### config.mk
export PLATFORM = sky130hd
export DESIGN_NAME = instr_fetch
export DESIGN_NICKNAME = d
export VERILOG_FILES = /design/src/rtl/cpu_pkg.sv /design/src/rtl/next_pc.sv /design/src/rtl/instr_fetch.sv
export SDC_FILE = /design/constraint.sdc
export NUM_CORES = 1
export LEC_CHECK = 0
export ABC_AREA = 0
export ABC_CLOCK_PERIOD_IN_PS = 9250
export BUFFER_PORTS_ARGS = -buffer_cell sky130_fd_sc_hd__buf_4
export CORE_AREA = 5 5 123 125
export DETAILED_ROUTE_END_ITERATION = 8
export DIE_AREA = 0 0 128 130
export PLACE_DENSITY_LB_ADDON = 0.2
export SYNTH_ARGS = -nofsm -noshare
export SYNTH_HDL_FRONTEND = slang
export SYNTH_SLANG_ARGS = --single-unit
### constraint.sdc
create_clock -name clk -period 9.25 [get_ports clk]
set_input_delay 0.925 -clock clk [delete_from_list [all_inputs] [get_ports clk]]
set_output_delay 0.925 -clock clk [all_outputs]
set_load 0.01 [all_outputs]
### src/rtl/cpu_pkg.sv
// Shared definitions for the MIPS-subset core.
//   - pc_src encodings, shared by the control unit and the fetch stage.
//   - fetch_state_t: states of the instruction fetch FSM.
package cpu_pkg;

    localparam logic [1:0] PC_SRC_BRANCH = 2'b00;
    localparam logic [1:0] PC_SRC_JUMP   = 2'b01;
    localparam logic [1:0] PC_SRC_REG    = 2'b10;
    localparam logic [1:0] PC_SRC_SEQ    = 2'b11;

    typedef enum logic [1:0] {
        StIdle = 2'b00,
        StReq  = 2'b01,
        StHold = 2'b10
    } fetch_state_t;

endpackage

### src/rtl/next_pc.sv
// Next program counter selection (combinational).
// Ports:
//   pc_plus1       in  32  link value / sequential successor of the current PC
//   pc_src         in  2   branch / jump / register / sequential select
//   branch_cond    in  1   branch taken (only used for PC_SRC_BRANCH)
//   branch_offset  in  16  signed word offset
//   jump_target    in  26  J/JAL target field
//   rs_value       in  32  register target for JR/JALR
//   next_pc        out 32  selected next PC (modulo 2^32)
import cpu_pkg::*;

module next_pc (
    input  logic [31:0] pc_plus1,
    input  logic [1:0]  pc_src,
    input  logic        branch_cond,
    input  logic [15:0] branch_offset,
    input  logic [25:0] jump_target,
    input  logic [31:0] rs_value,
    output logic [31:0] next_pc
);

    logic [31:0] offset_ext;

    assign offset_ext = {{16{branch_offset[15]}}, branch_offset};

    always_comb begin
        next_pc = pc_plus1;
        case (pc_src)
            PC_SRC_BRANCH: next_pc = branch_cond ? (pc_plus1 + offset_ext) : pc_plus1;
            PC_SRC_JUMP:   next_pc = {pc_plus1[31:26], jump_target};
            PC_SRC_REG:    next_pc = rs_value;
            default:       next_pc = pc_plus1;
        endcase
    end

endmodule

### src/rtl/instr_fetch.sv
// Instruction fetch stage: owns the PC, fetches one word per instruction over a
// req/ack memory handshake and hands it to decode over a valid/ready handshake.
// Ports:
//   clk, rst_n             clock, asynchronous active-low reset
//   pc_src, branch_cond,
//   branch_offset,
//   jump_target, rs_value  next-PC controls, sampled only in an accepting HOLD cycle
//   imem_req/addr          fetch request and word address (addr is the PC register)
//   imem_ack/rdata         memory response
//   instr/instr_valid      held instruction to decode
//   instr_ready            decode accepts the held instruction
//   pc, pc_plus1           address of instr and its link value
//   instr_count            accepted-instruction counter (wraps)
import cpu_pkg::*;

module instr_fetch #(
    parameter logic [31:0] RESET_PC = 32'h0000_0000
) (
    input  logic        clk,
    input  logic        rst_n,
    input  logic [1:0]  pc_src,
    input  logic        branch_cond,
    input  logic [15:0] branch_offset,
    input  logic [25:0] jump_target,
    input  logic [31:0] rs_value,
    output logic        imem_req,
    output logic [31:0] imem_addr,
    input  logic        imem_ack,
    input  logic [31:0] imem_rdata,
    output logic [31:0] instr,
    output logic        instr_valid,
    input  logic        instr_ready,
    output logic [31:0] pc,
    output logic [31:0] pc_plus1,
    output logic [31:0] instr_count
);

    fetch_state_t state_q, state_d;
    logic [31:0]  pc_q, pc_d;
    logic [31:0]  instr_q, instr_d;
    logic [31:0]  count_q, count_d;
    logic [31:0]  next_pc_w;

    next_pc u_next_pc (
        .pc_plus1      (pc_plus1),
        .pc_src        (pc_src),
        .branch_cond   (branch_cond),
        .branch_offset (branch_offset),
        .jump_target   (jump_target),
        .rs_value      (rs_value),
        .next_pc       (next_pc_w)
    );

    always_comb begin
        state_d = state_q;
        pc_d    = pc_q;
        instr_d = instr_q;
        count_d = count_q;
        case (state_q)
            StIdle: state_d = StReq;
            StReq: begin
                if (imem_ack) begin
                    instr_d = imem_rdata;
                    state_d = StHold;
                end
            end
            StHold: begin
                if (instr_ready) begin
                    pc_d    = next_pc_w;
                    count_d = count_q + 32'd1;
                    state_d = StReq;
                end
            end
            default: state_d = StIdle;
        endcase
    end

    always_ff @(posedge clk or negedge rst_n) begin
        if (!rst_n) begin
            state_q <= StIdle;
            pc_q    <= RESET_PC;
            instr_q <= 32'h0;
            count_q <= 32'h0;
        end else begin
            state_q <= state_d;
            pc_q    <= pc_d;
            instr_q <= instr_d;
            count_q <= count_d;
        end
    end

    // Handshake outputs come straight from the state register so they drop
    // together with an asynchronous reset.
    assign imem_req    = (state_q == StReq);
    assign instr_valid = (state_q == StHold);
    assign imem_addr   = pc_q;
    assign pc          = pc_q;
    assign pc_plus1    = pc_q + 32'd1;
    assign instr       = instr_q;
    assign instr_count = count_q;

endmodule

# Word level (Yosys, flattened, before mapping)
# Cells that the tools add are included.
[word_totals]
ff_bits = 98
latch_bits = 0
ramBits = 0
romBits = 0
inputBits = 113
output_inout_bits = 162
elab_cells = 23
n_memories = 0
[classes]
addsub = 3
multipliers = 0
n_div = 0
n_lt_le_gt_ge = 0
eq_ne = 6
shift = 0
mux = 5
bitwise = 0
reduce_logical = 5
[ops]
columns = ["op", "count"]
rows = [
  ["$pmux W32 S3", 1],
  ["$add A32 B1 Y32 const B", 2],
  ["$add A32 B32 Y32", 1],
  ["$mux W32", 1],
  ["$pmux W2 S3", 1],
  ["$reduce_and A2 Y1", 3],
  ["$eq A2 B1 Y1 const B", 2],
  ["$eq A2 B2 Y1 const B", 2],
  ["$logic_not A2 Y1", 2],
  ["$mux W2", 2],
  ["$ne A2 B1 Y1 const B", 2],
]

# Logic depth before layout (Yosys ltp)
[logic_depth]
depth_word = 4
mapped_depth = 16
depth_no_buf = 15

# By module
# A second synthesis with hierarchy kept.
[unflattened]
hier_cells = 733
hier_area_um2 = 7390.8
[by_module_without_submodules]
columns = ["mod", "instances", "cells_per_inst", "area_each_um2", "seq_area_each_um2"]
rows = [
  ["instr_fetch", 1, 394, 4770.8, 2452.4],
  ["next_pc", 1, 339, 2620.0, 0.0],
]

# Worst setup path before layout
# No wires, ideal clock.
[synth_timing]
path_type = "reg2reg"
startpoint = "reg pc_q[8] (netlist: imem_addr[8])"
endpoint = "reg pc_q[31] (netlist: imem_addr[31])"
setup_ps = 116
t_arrival_ps = 3878
required_time_ps = 9134
setup_slack_ps = 5256
stages_incl_launch_ff = 15
n_path_buf = 0
period_less_slack_ps = 3994
path_cell_list = "dfrtp_1 -> nand4_2 -> or4_4 -> nor3_4 -> nand4_2 -> xnor2_1 -> ha_1 -> a21oi_1 -> o21a_1 -> o21ai_1 -> a21o_1 -> a221o_1 -> or4_1 -> nand4_1 -> nor2_1"
[synth_between]
elab_chain_cells = 4
[synth_rtl]
columns = ["item", "line_no", "source"]
rows = [
  ["from (decl)", "instr_fetch.sv:39", "logic [31:0] pc_q, pc_d;"],
  ["from (signal assigned)", "instr_fetch.sv:86", "pc_q <= pc_d;"],
  ["$add A32 B1 Y32", "instr_fetch.sv:98", "assign pc_plus1 = pc_q + 32'd1;"],
  ["net pc_plus1[26]", "instr_fetch.sv:34", "output logic [31:0] pc_plus1,"],
  ["$add A32 B32 Y32", "next_pc.sv:29", "PC_SRC_BRANCH: next_pc = branch_cond ? (pc_plus1 + offset_ext) : pc_plus1;"],
  ["$mux W32", "next_pc.sv:29", ""],
  ["$pmux W32 S3", "next_pc.sv:28", "case (pc_src)"],
]
# The timed path passes the listed nets, and every way through them passes these cells.
# A chain may end at the register's enable or synchronous reset.

# Worst setup path after layout
[layout_timing]
startpoint = "reg pc_q[2] (netlist: imem_addr[2])"
endpoint = "reg pc_q[28] (netlist: imem_addr[28])"
[layout_between]
elab_chain_cells = 4
[layout_rtl]
columns = ["item", "line_no"]
rows = [
  ["$add A32 B1 Y32 *", "instr_fetch.sv:98"],
  ["$add A32 B32 Y32", "next_pc.sv:29"],
  ["$mux W32", "next_pc.sv:29"],
  ["$pmux W32 S3 *", "next_pc.sv:28"],
]
# Mark *: on every way between the ends. The rest lies on a longest branch, timed or not.

==> impl_metrics.py <==
metrics = {
    "die": {
        "ios": 275,
        "initial_core_util_pct": 54.2,
        "die_x_um": 128,
        "die_h_um": 130,
        "dieArea_um2": 16600,
        "row_count": 43,
        "core_um2": 13800,
    },
    "job": {
        "cap_violations": 0,
    },
    "sta": {
        "drv_slew": 0,
        "fin_crit_sh_pct": 46.4,
        "rsz0062_at_grt": "false",
        "max_freq_ghz": 0.233,
        "worst_pin_slew_ps": 1190,
        "slew_headroom_pct": 20.4,
        "fin_crit_ps": 4290,
        "timing.setup.tns_ps": 0,
        "fin_skew_ps": 10.7,
        "finalHoldViolCount": 0,
        "setup_viol": 0,
    },
    "cts": {
        "insertion_delay_ps": 360,
        "cts_resized": 0,
        "cts-buffers-inserted": 9,
        "postCtsSetupRepairBufs": 0,
        "clock_sinks": 98,
        "cts_root_buf": "clkbuf_16",
        "cts_tree": "done",
        "clk_pin_slew_ps": 80,
        "h-tree-depth": 3,
        "cts.path.max_buffers": 2,
        "hold_buffers": 0,
    },
    "synth": {
        "yosysTopAreaCell": "dfrtp_1",
        "seq_area_frac_synth_pct": 32.8,
        "yosys.cell_count.top_type": "dfrtp_1",
        "synth_top_area_share_pct": 32.8,
        "synth_edf_count": 0,
        "synth.distinct_cells": 69,
        "async_reset_ff_share_pct": 100,
        "synthTopCellsByArea": "dfrtp_1, ha_1, xnor2_1",
        "syn-cell-area_um2": 7470,
        "synth_ff_type": "dfrtp_1",
        "avgSynthCellArea_um2": 8.80,
        "yosysWarnings": 0,
        "syn_nets": 1003,
        "ys_ff_latch": 98,
        "synth_cells": 848,
        "synth_common_cells": "dfrtp_1, nand2_1, nor2_1, a21oi_1, xnor2_1",
    },
    "routing": {
        "wirelength_mm": 25.3,
        "wl_per_cell_um": 20.1,
        "vias": 7642,
        "vias_per_cell": 6.07,
        "ant_nets": 0,
        "drcViolationCount": 0,
        "drtPass1Iterations": 5,
        "drtIter0Drc": 704,
    },
    "grt": {
        "grt_use_total_pct": 29.5,
        "antenna_found_initial": 0,
        "grt_first_pass_wirelength_mm": 38.7,
        "grt_max_degree": 79,
        "grt_pass1_vias": 7122,
        "gr-total-overflow": 0,
    },
    "worst_setup_path": {
        "reg2reg_depth": 13,
        "worstSetupStartpointType": "flop",
        "critPathArrivalTime_ps": 4520,
        "cp_max_fo": 8,
        "crit_type": "flop to flop",
        "endpoint_kind": "flop",
        "worstPathRequired_ps": 9490,
    },
    "placed_design": {
        "placedCellCount": 1243,
        "hpwlAfterDp_mm": 19.7,
        "io_buffer_count": 274,
        "place.gp.congestion": 1.04,
    },
    "power_and_ir_drop": {
        "total_leakage_power_uw": 0.00465,
        "peakVddDrop_v": 0.000194,
        "power.density_nw_per_um2": 304,
    },
    "final_layout": {
        "fillers": 1111,
        "multi_input_area_um2": 4590,
        "num-nets-final": 1229,
        "regArea_um2": 2450,
        "stdcell_count": 1259,
        "final_layout_size_suffix_gt1_share_pct": 32.0,
        "synthToLayoutAreaGrowth_pct": 30.4,
        "diodes": 0,
    },
    "min_path": {
        "hp-class": "input port to asynchronous set/reset pin",
    },
    "status": {
        "outcome": "completed",
    },
}
==> per-stage QoR <==
stage / instance area (um2) / setup slack (ps) / hold WS (ps) / utilization (%) / power, uW
2_1_floorplan: 7470 / 5260 / 478 / - / 1860
3_3_place_gp: 9430 / 5180 / 460 / 68.5 / 2530
3_5_place_dp: 9430 / 5090 / 462 / 68.5 / 2550
4_1_cts: 9730 / 5080 / 465 / 70.7 / 2950
5_1_grt: 9730 / 4730 / 475 / 70.7 / 3160
6_report: 9730 / 4960 / 465 / 70.7 / 2960
==> final cells by class <==
| class | count | area share (%) |
|---|---|---|
| Clock inverter | 7 | 0.759 |
| Clock buffer | 9 | 2.31 |
| Tap cell | 180 | 2.31 |
| Multi-Input combinational cell | 668 | 47.1 |
| Sequential cell | 98 | 25.2 |
| Inverter | 16 | 0.617 |
| Timing Repair Buffer | 281 | 21.7 |
==> layer usage <==
metal	GRT usage, %	wire, um
met2	48.6	12000
met5	0	0
met4	10.5	870
met3	5.28	2290
met1	39.1	10100
==> where the power goes <==
part / internal (uW) / switching [uW] / leakage, uW
clock: 212 / 180 / 0.000147
sequential: 577 / 197 / 0.00121
combinational: 843 / 953 / 0.00330
total: 1630 / 1330 / 0.00465
==> placed cells by master, fill, tap and decap left out, types with 20 or more instances in the layout <==
cell	instances
mux2_2	32
a21oi_1	68
xor2_1	34
buf_4	281
o21ai_0	32
nand3_1	40
a21o_1	20
nand2_1	73
ha_1	41
xnor2_1	45
dfrtp_1	98
nand4_1	20
nor2_1	70
==> worst max-delay path, stage by stage, from the launching register on <==
cell and delay [ps]:
dfrtp_1 470, nand3_1 290, nor3_1 530, and3_1 240
xor2_1 410, ha_1 420, a21o_1 190, a21o_1 170
a21oi_1 180, and4bb_1 310, o31ai_1 150, a41oi_1 350
nor4b_1 100, or3_1 370
==> sequential cells by signal (all words and copies together) (netlist names) <==
name         count
instr_count     32
imem_addr       32
state_q          2
instr           32
==> logic make-up (layout without fill, tap and decap cells) <==
kind of cell	count (synthesis)	in the layout	share of synthesized area [%]
xor+xnor	79	79	9.27
flops	98	98	32.8
buf+inv	82	313	5.73
fa+ha+maj	42	42	7.14
simple gates	289	289	20.0
mux	39	39	5.93
compound gates	219	219	19.1
==> worst paths after layout <==
path | start | slack [ps] | to
min reg2reg | instr_count[31] | 470 | instr_count[31]
max reg2reg | imem_addr[2] | 4960 | imem_addr[28]
max | imem_addr[2] | 4960 | imem_addr[28]
max in group asynchronous | rst_n | 7500 | instr[19]
min in group clk | instr_count[31] | 470 | instr_count[31]
min | rst_n | 460 | imem_addr[9]
Note: power is estimated with default switching activity, not from simulation.
